<file path="config.mk">
export PLATFORM = sky130hd
export DESIGN_NAME = shift_issue_flat
export DESIGN_NICKNAME = d
export VERILOG_FILES = /design/src/rtl/shift_issue_if.sv /design/src/rtl/shift_issue.sv /design/src/flat_wrapper.sv
export SDC_FILE = /design/constraint.sdc
export NUM_CORES = 1
export LEC_CHECK = 0
export ABC_AREA = 1
export BUFFER_PORTS_ARGS = -buffer_cell sky130_fd_sc_hd__buf_4
export CORE_ASPECT_RATIO = 0.6
export CORE_MARGIN = 1
export CORE_UTILIZATION = 45
export DETAILED_ROUTE_END_ITERATION = 10
export PLACE_DENSITY = 0.65
export SKIP_CTS_REPAIR_TIMING = 1
export SLEW_MARGIN = 20
export SYNTH_ARGS = -nofsm -noshare
export SYNTH_HDL_FRONTEND = slang
export SYNTH_SLANG_ARGS = --single-unit
</file>
<file path="constraint.sdc">
create_clock -name clk -period 5.6 [get_ports clk]
set_input_delay 0.84 -clock clk [delete_from_list [all_inputs] [get_ports clk]]
set_output_delay 0.84 -clock clk [all_outputs]
set_load 0.05 [all_outputs]
</file>
<file path="src/rtl/shift_issue_if.sv">
// Command/result handshake and shifter operand bus for shift_issue.
interface shift_issue_if;
   logic       in_valid;
   logic       in_ready;
   logic [7:0] in_data;
   logic [3:0] in_n;
   logic       in_ar;
   logic       in_lr;
   logic       in_rot;
   logic [7:0] sh_i;
   logic [3:0] sh_n;
   logic       sh_ar;
   logic       sh_lr;
   logic       sh_rot;
   logic [7:0] sh_o;
   logic       out_valid;
   logic       out_ready;
   logic [7:0] out_data;
   logic       out_err;

   modport slave (
      input  in_valid, in_data, in_n, in_ar, in_lr, in_rot, sh_o, out_ready,
      output in_ready, sh_i, sh_n, sh_ar, sh_lr, sh_rot, out_valid, out_data, out_err
   );

   modport master (
      output in_valid, in_data, in_n, in_ar, in_lr, in_rot, sh_o, out_ready,
      input  in_ready, sh_i, sh_n, sh_ar, sh_lr, sh_rot, out_valid, out_data, out_err
   );
endinterface

</file>
<file path="src/rtl/shift_issue.sv">
// Shift command FIFO feeding an external combinational shifter, with a
// one-entry result register on the output handshake.
module shift_issue #(
   parameter int DEPTH = 4
) (
   input  logic         clk,
   input  logic         rst,
   shift_issue_if.slave bus,
   output logic [4:0]   count
);
   localparam int         PW      = $clog2(DEPTH);
   localparam logic [4:0] DEPTH_C = 5'(DEPTH);

   typedef struct packed {
      logic [7:0] data;
      logic [3:0] n;
      logic       ar;
      logic       lr;
      logic       rot;
      logic       err;
   } cmd_t;

   cmd_t          mem_q [DEPTH];
   cmd_t          head;
   cmd_t          wr_cmd;
   logic [PW-1:0] wptr_q, wptr_d;
   logic [PW-1:0] rptr_q, rptr_d;
   logic [4:0]    count_q, count_d;
   logic          out_valid_q, out_valid_d;
   logic [7:0]    out_data_q, out_data_d;
   logic          out_err_q, out_err_d;
   logic          push;
   logic          pop;

   assign push = bus.in_valid && (count_q < DEPTH_C);
   assign pop  = (count_q != 5'd0) && (!out_valid_q || bus.out_ready);

   assign wr_cmd = '{data: bus.in_data, n: bus.in_n, ar: bus.in_ar, lr: bus.in_lr,
                     rot: bus.in_rot, err: (bus.in_n > 4'd8)};

   // Empty FIFO presents an all-zero head so the shifter sees quiet operands.
   always_comb begin
      head = '0;
      if (count_q != 5'd0) head = mem_q[rptr_q];
   end

   always_comb begin
      wptr_d      = wptr_q;
      rptr_d      = rptr_q;
      out_valid_d = out_valid_q;
      out_data_d  = out_data_q;
      out_err_d   = out_err_q;
      if (push) wptr_d = wptr_q + PW'(1);
      if (pop) begin
         rptr_d      = rptr_q + PW'(1);
         out_valid_d = 1'b1;
         out_data_d  = head.err ? 8'h00 : bus.sh_o;
         out_err_d   = head.err;
      end else if (bus.out_ready) begin
         out_valid_d = 1'b0;
      end
      count_d = count_q + {4'd0, push} - {4'd0, pop};
   end

   always_ff @(posedge clk or posedge rst) begin
      if (rst) begin
         wptr_q      <= '0;
         rptr_q      <= '0;
         count_q     <= 5'd0;
         out_valid_q <= 1'b0;
         out_data_q  <= 8'h00;
         out_err_q   <= 1'b0;
      end else begin
         wptr_q      <= wptr_d;
         rptr_q      <= rptr_d;
         count_q     <= count_d;
         out_valid_q <= out_valid_d;
         out_data_q  <= out_data_d;
         out_err_q   <= out_err_d;
      end
   end

   always_ff @(posedge clk) begin
      if (push) mem_q[wptr_q] <= wr_cmd;
   end

   // Illegal amounts reach the shifter as a zero shift.
   assign bus.sh_i      = head.data;
   assign bus.sh_n      = head.err ? 4'd0 : head.n;
   assign bus.sh_ar     = head.ar;
   assign bus.sh_lr     = head.lr;
   assign bus.sh_rot    = head.rot;
   assign bus.in_ready  = (count_q < DEPTH_C);
   assign bus.out_valid = out_valid_q;
   assign bus.out_data  = out_data_q;
   assign bus.out_err   = out_err_q;
   assign count         = count_q;
endmodule

</file>
<file path="src/flat_wrapper.sv">
// flat-port wrapper written by rule: the top's interface ports become plain ports
module shift_issue_flat 
#(
   parameter int DEPTH = 4
)
  (clk, rst, count, bus_in_valid, bus_in_data, bus_in_n, bus_in_ar, bus_in_lr, bus_in_rot, bus_sh_o, bus_out_ready, bus_in_ready, bus_sh_i, bus_sh_n, bus_sh_ar, bus_sh_lr, bus_sh_rot, bus_out_valid, bus_out_data, bus_out_err);
  shift_issue_if bus_i ();
  input  logic clk;
  input  logic rst;
  output logic [4:0] count;
  input wire logic [$bits(bus_i.in_valid)-1:0] bus_in_valid;
  input wire logic [$bits(bus_i.in_data)-1:0] bus_in_data;
  input wire logic [$bits(bus_i.in_n)-1:0] bus_in_n;
  input wire logic [$bits(bus_i.in_ar)-1:0] bus_in_ar;
  input wire logic [$bits(bus_i.in_lr)-1:0] bus_in_lr;
  input wire logic [$bits(bus_i.in_rot)-1:0] bus_in_rot;
  input wire logic [$bits(bus_i.sh_o)-1:0] bus_sh_o;
  input wire logic [$bits(bus_i.out_ready)-1:0] bus_out_ready;
  output wire logic [$bits(bus_i.in_ready)-1:0] bus_in_ready;
  output wire logic [$bits(bus_i.sh_i)-1:0] bus_sh_i;
  output wire logic [$bits(bus_i.sh_n)-1:0] bus_sh_n;
  output wire logic [$bits(bus_i.sh_ar)-1:0] bus_sh_ar;
  output wire logic [$bits(bus_i.sh_lr)-1:0] bus_sh_lr;
  output wire logic [$bits(bus_i.sh_rot)-1:0] bus_sh_rot;
  output wire logic [$bits(bus_i.out_valid)-1:0] bus_out_valid;
  output wire logic [$bits(bus_i.out_data)-1:0] bus_out_data;
  output wire logic [$bits(bus_i.out_err)-1:0] bus_out_err;
  assign bus_i.in_valid = bus_in_valid;
  assign bus_i.in_data = bus_in_data;
  assign bus_i.in_n = bus_in_n;
  assign bus_i.in_ar = bus_in_ar;
  assign bus_i.in_lr = bus_in_lr;
  assign bus_i.in_rot = bus_in_rot;
  assign bus_i.sh_o = bus_sh_o;
  assign bus_i.out_ready = bus_out_ready;
  assign bus_in_ready = bus_i.in_ready;
  assign bus_sh_i = bus_i.sh_i;
  assign bus_sh_n = bus_i.sh_n;
  assign bus_sh_ar = bus_i.sh_ar;
  assign bus_sh_lr = bus_i.sh_lr;
  assign bus_sh_rot = bus_i.sh_rot;
  assign bus_out_valid = bus_i.out_valid;
  assign bus_out_data = bus_i.out_data;
  assign bus_out_err = bus_i.out_err;
  shift_issue #(.DEPTH(DEPTH)) u_core (.clk(clk), .rst(rst), .bus(bus_i), .count(count));
endmodule
</file>
* Word level (Yosys, flattened, before mapping)
Memories as Yosys holds them, arrays and structs flattened. Index checks and enable logic that the tools add are counted.
Word-level totals: register bits 19, RAM bits 64, input port bits 27, output and inout bits 31, word-level logic and storage cells 26, memories kept 1
Cells by class: add/sub/neg operators 4, $lt $le $gt $ge 2, mux-type cells 7, reduce and logical (&&, ||, !) cells 6
Memory list:
- u_core.mem_q | depth 4, bits a word 16, rd ports 1, clocked after memory_dff 0, write ports 1, RTL line shift_issue.sv:23 | cmd_t mem_q [DEPTH];
Operators by type and width (number):
- two-way mux 16 bit | 1
- two-way mux 8 bit | 1
- adder 5 x 1 -> 5 bit | 1
- < comparator 5 x 3 -> 1 bit, second input constant | 1
- nonzero test 5 bit | 1
- subtractor 5 x 1 -> 5 bit | 1
- adder 2 x 1 -> 2 bit, second input constant | 2
- greater-than comparator 4 bit, second input constant | 1
- two-way mux 1 bit | 4
- two-way mux 4 bit | 1
- logical AND 1 bit | 2
- nonzero test 2 bit | 1
- logical NOT 1 bit | 1
- logical OR 1 bit | 1

* Longest topological paths before layout
depth after elaboration 4, depth in mapped cells 12, gate-level depth less buffers 12

* Worst setup path before layout
No wires, ideal clock.
path kind reg2out, start point register u_core.count_q[2] (netlist: u_core.count[2]), end point output port bus_sh_ar, arrival time 2.189 ns, data required time 4.760 ns, slack 2.571 ns, stages on the path, launching flop included 9, path buffers 1, path through dfrtp_1 inv_1 ha_1 inv_1 nor2_2 nand2_2 inv_1 buf_2 a21oi_1
Between the ends: word-level cells in the longest chain between the ends 2
Ends and longest elaborated chain:
- start: declaration | RTL line shift_issue.sv:28 | logic [4:0] count_q, count_d;
- start signal: assignment | RTL line shift_issue.sv:76 | count_q <= count_d;
- nonzero test 5 bit | RTL line shift_issue.sv:44 | if (count_q != 5'd0) head = mem_q[rptr_q];
- two-way mux 16 bit | RTL line shift_issue.sv:44
- end: declaration | RTL line flat_wrapper.sv:22 | output wire logic [$bits(bus_i.sh_ar)-1:0] bus_sh_ar;
No other way between the ends.

* Worst setup path in the final report
start point register u_core.rptr_q[0], end point output port bus_sh_n[3]
Between the ends: word-level cells in the longest chain between the ends 3
Ends and longest elaborated chain:
- start: declaration | RTL line shift_issue.sv:27 | logic [PW-1:0] rptr_q, rptr_d;
- start signal: assignment | RTL line shift_issue.sv:75 | rptr_q <= rptr_d;
- memory read (4 x 16 bit)
- two-way mux 16 bit | RTL line shift_issue.sv:44
- two-way mux 4 bit | RTL line shift_issue.sv:89 | assign bus.sh_n = head.err ? 4'd0 : head.n;
- end: declaration | RTL line flat_wrapper.sv:21 | output wire logic [$bits(bus_i.sh_n)-1:0] bus_sh_n;
No other way between the ends.

==> flow_summary_export.csv <==
group,metric,value,unit
floorplan,die_area,0.008483,mm2
global_route,grt_max_degree,35,
floorplan,die_width,118.2,um
sta,layout_min_cycle_time,3.002,ns
clocking,clk_sinks,83,
sta,timing.fmax,333.2,MHz
drt,drt_wl_total,6857,um
finish,post_route_cells_drive_above_1_share,23.51,%
yosys,synth.distinct_cells,25,
power,seqPwrFrac,32.4,%
yosys,syn_area_per_cell,11.47,um2
drt,drcViolationCount,0,
power,leakagePower,1.813,nW
yosys,syn-cell-area,0.003648,mm2
drt,router_iterations_before_antenna_repair,4,
yosys,ys.warnings.count,0,
floorplan,start_util,46.47,%
outcome,run_status,"completed",
finish,areaGrowthSynthToFinish,18.62,%
sta,hold_viol_final,0,
yosys,synth.top_cell.area_share,52.67,%
global_route,wire_length_of_the_first_global_routing_pass,11030,um
min_path,worstHoldPathType,"register to register",
drt,drt_iter0_markers,164,
sta,worst_clock_skew,0.007840,ns
power,ratio_of_total_power_to_cell_area,622.9,mW/mm2
setup_path,cp.required,4.76,ns
yosys,yosys-top-cells-area,"edfxtp_1, dfrtp_1, nor2_1",
sta,finalSetupViolCount,0,
sta,worst_pin_slew,0.9692,ns
yosys,biggest_area_consumer_among_synthesized_cells,"edfxtp_1",
sta,final.period_utilization,53.60,%
drt,drt-wirelength-per-cell,14.35,um
yosys,syn_nets,357,
global_route,grt_pass1_vias,2151,
sta,grt_setup_unrepaired,"no",
finish,num-nets-final,405,
clocking,h-tree-depth,3,
clocking,clock_latency,0.34,ns
placed_design,finalWeightedCongestion,0.7479,
floorplan,io_pins,58,
clocking,cts-buffers-inserted,9,
yosys,synth_sequential_area_ratio,65.71,%
sta,setup_tns,0,ns
finish,layout.core_utilization,55.12,%
setup_path,timing_worst_setup_path_type,"register to primary output",
power,power_report.internal_total,1.484,mW
finish,diodes,0,
floorplan,area_of_the_core,0.007851,mm2
drt,vias_per_cell,4.791,
setup_path,worst_ep_arrival_time,2.16,ns
sta,timing.final.max_slew_violations,0,
clocking,tritoncts,"yes",
drt,final_antenna_net_count,0,
setup_path,cp-end-kind,"primary output",
yosys,synth-seq-cells,83,
power,p_sw_share,44.96,%
power,maximum_ir_drop_on_the_vdd_rail,0.2391,mV
setup_path,start_kind,"register",
sta,maxSlewHeadroom,35.32,%
drt,routed-via-count,2290,
placed_design,detailed_place_hpwl,4413,um
clocking,clock_pin_slew_on_the_worst_setup_and_hold_paths,0.06,ns
power,total_power,2.696,mW
global_route,grt_antenna_before_repair,0,
power,pwr-share-comb,47.0,%
placed_design,io_buffers,57,
run,maxCapViolations,0,
power,p_switching,1.212,mW
floorplan,placementRows,25,
global_route,grt_remaining_overflow,0,
setup_path,max_fanout_on_critical_path,34,
floorplan,height_of_the_chip,71.75,um
global_route,groute.usage.overall,17.89,%
clocking,cts-root-to-sink-buffers,2,
yosys,post_synthesis_cell_count,318,
clocking,cts-root-buf,"clkbuf_16",
power,power_frac_clock,20.6,%
-- Yosys cell counts, drive strengths merged --
cell type	number
a21oi	14
buf	20
dfrtp	19
edfxtp	64
fa	1
ha	11
inv	29
nand2	49
nand3	12
nor2	60
o21ai	32
o31a	1
xnor2	2
xor2	4
-- flip-flops by register name, indices dropped and copies added (netlist names) --
register              count
u_core.mem_q             64
u_core.bus.out_data       8
u_core.count              5
u_core.rptr_q             2
u_core.wptr_q             2
u_core.bus.out_err        1
u_core.bus.out_valid      1
-- logic make-up after synthesis --
| kind of cell | Yosys count | synth area share [%] |
|---|---|---|
| buffers and inverters | 49 | 7.853 |
| DFF | 83 | 65.71 |
| xor gates and xnor gates | 6 | 1.440 |
| adders and majority gates | 12 | 4.321 |
| and+or+nand+nor | 121 | 14.03 |
| AOI/OAI and AO/OA | 47 | 6.653 |
-- area by class of cell --
class / instances / area (um2)
Tap cell: 108 / 135.1
Inverter: 29 / 116.4
Sequential cell: 83 / 2399
Multi-Input combinational cell: 186 / 974.7
Clock buffer: 11 / 232.7
Clock inverter: 4 / 42.54
Timing Repair Buffer: 57 / 427.9
Fill cell: 698 / 3523
-- placed cells by master, fill, tap and decap left out, drive strengths merged --
cell    netlist  layout
clkinv        0       3
inv          29      29
bufinv        0       1
nand2        49      49
ha           11      11
edfxtp       64      64
xnor2         2       2
a21oi        14      14
clkbuf        0      11
dfrtp        19      19
o21ai        32      32
nand3        12      12
nor2         60      60
xor2          4       4
o31a          1       1
fa            1       1
buf          20      57
-- worst paths after layout --
kind | startpoint | to | slack [ns] | cells past startpoint
min reg2reg | u_core.bus.out_data[6] | u_core.bus.out_data[6] | 0.48 | 2
max in group asynchronous | rst | u_core.rptr_q[0] | 4.46 | 2
min in group asynchronous | rst | u_core.count[2] | 0.63 | 2
max | u_core.rptr_q[0] | bus_sh_n[3] | 2.60 | 7
max reg2reg | u_core.count[2] | u_core.count[4] | 3.17 | 12
min | u_core.bus.out_data[6] | u_core.bus.out_data[6] | 0.48 | 2
-- power groups by stage --
stage | Clock (mW) | Sequential, mW | Combinational (mW)
floorplan | 0 | 0.980 | 0.937
global route | 0.589 | 0.889 | 1.38
detailed placement | 0 | 0.885 | 1.27
global placement | 0 | 0.884 | 1.25
finish | 0.556 | 0.873 | 1.27
CTS | 0.565 | 0.873 | 1.28
-- routing by layer --
metal	routed length, um	vias up	GRT usage (%)
met1	3406	1086	24.84
met5	0	-	0
met3	425	10	6.210
met2	2912	54	25.03
met4	112	0	8.974
li1	-	1140	-
-- critical path: stages, from the launching register on --
cell	delay, ns
dfrtp_2	0.77
inv_6	0.22
nand2_1	0.13
nand3_2	0.08
nand2_4	0.17
nand2_4	0.09
nor2_1	0.14
buf_4	0.21
-- stage by stage --
stage	std cells	setup slack, ns	hold slack (ns)	cell area, um2
6_report	478	2.598	0.4808	4328
5_1_grt	478	2.379	0.5111	4328
3_3_place_gp	463	2.533	0.4701	4051
3_5_place_dp	463	2.506	0.4707	4051
4_1_cts	478	2.150	0.4868	4327
2_1_floorplan	318	2.571	0.5796	3649
(Power assumes the default switching activity.)
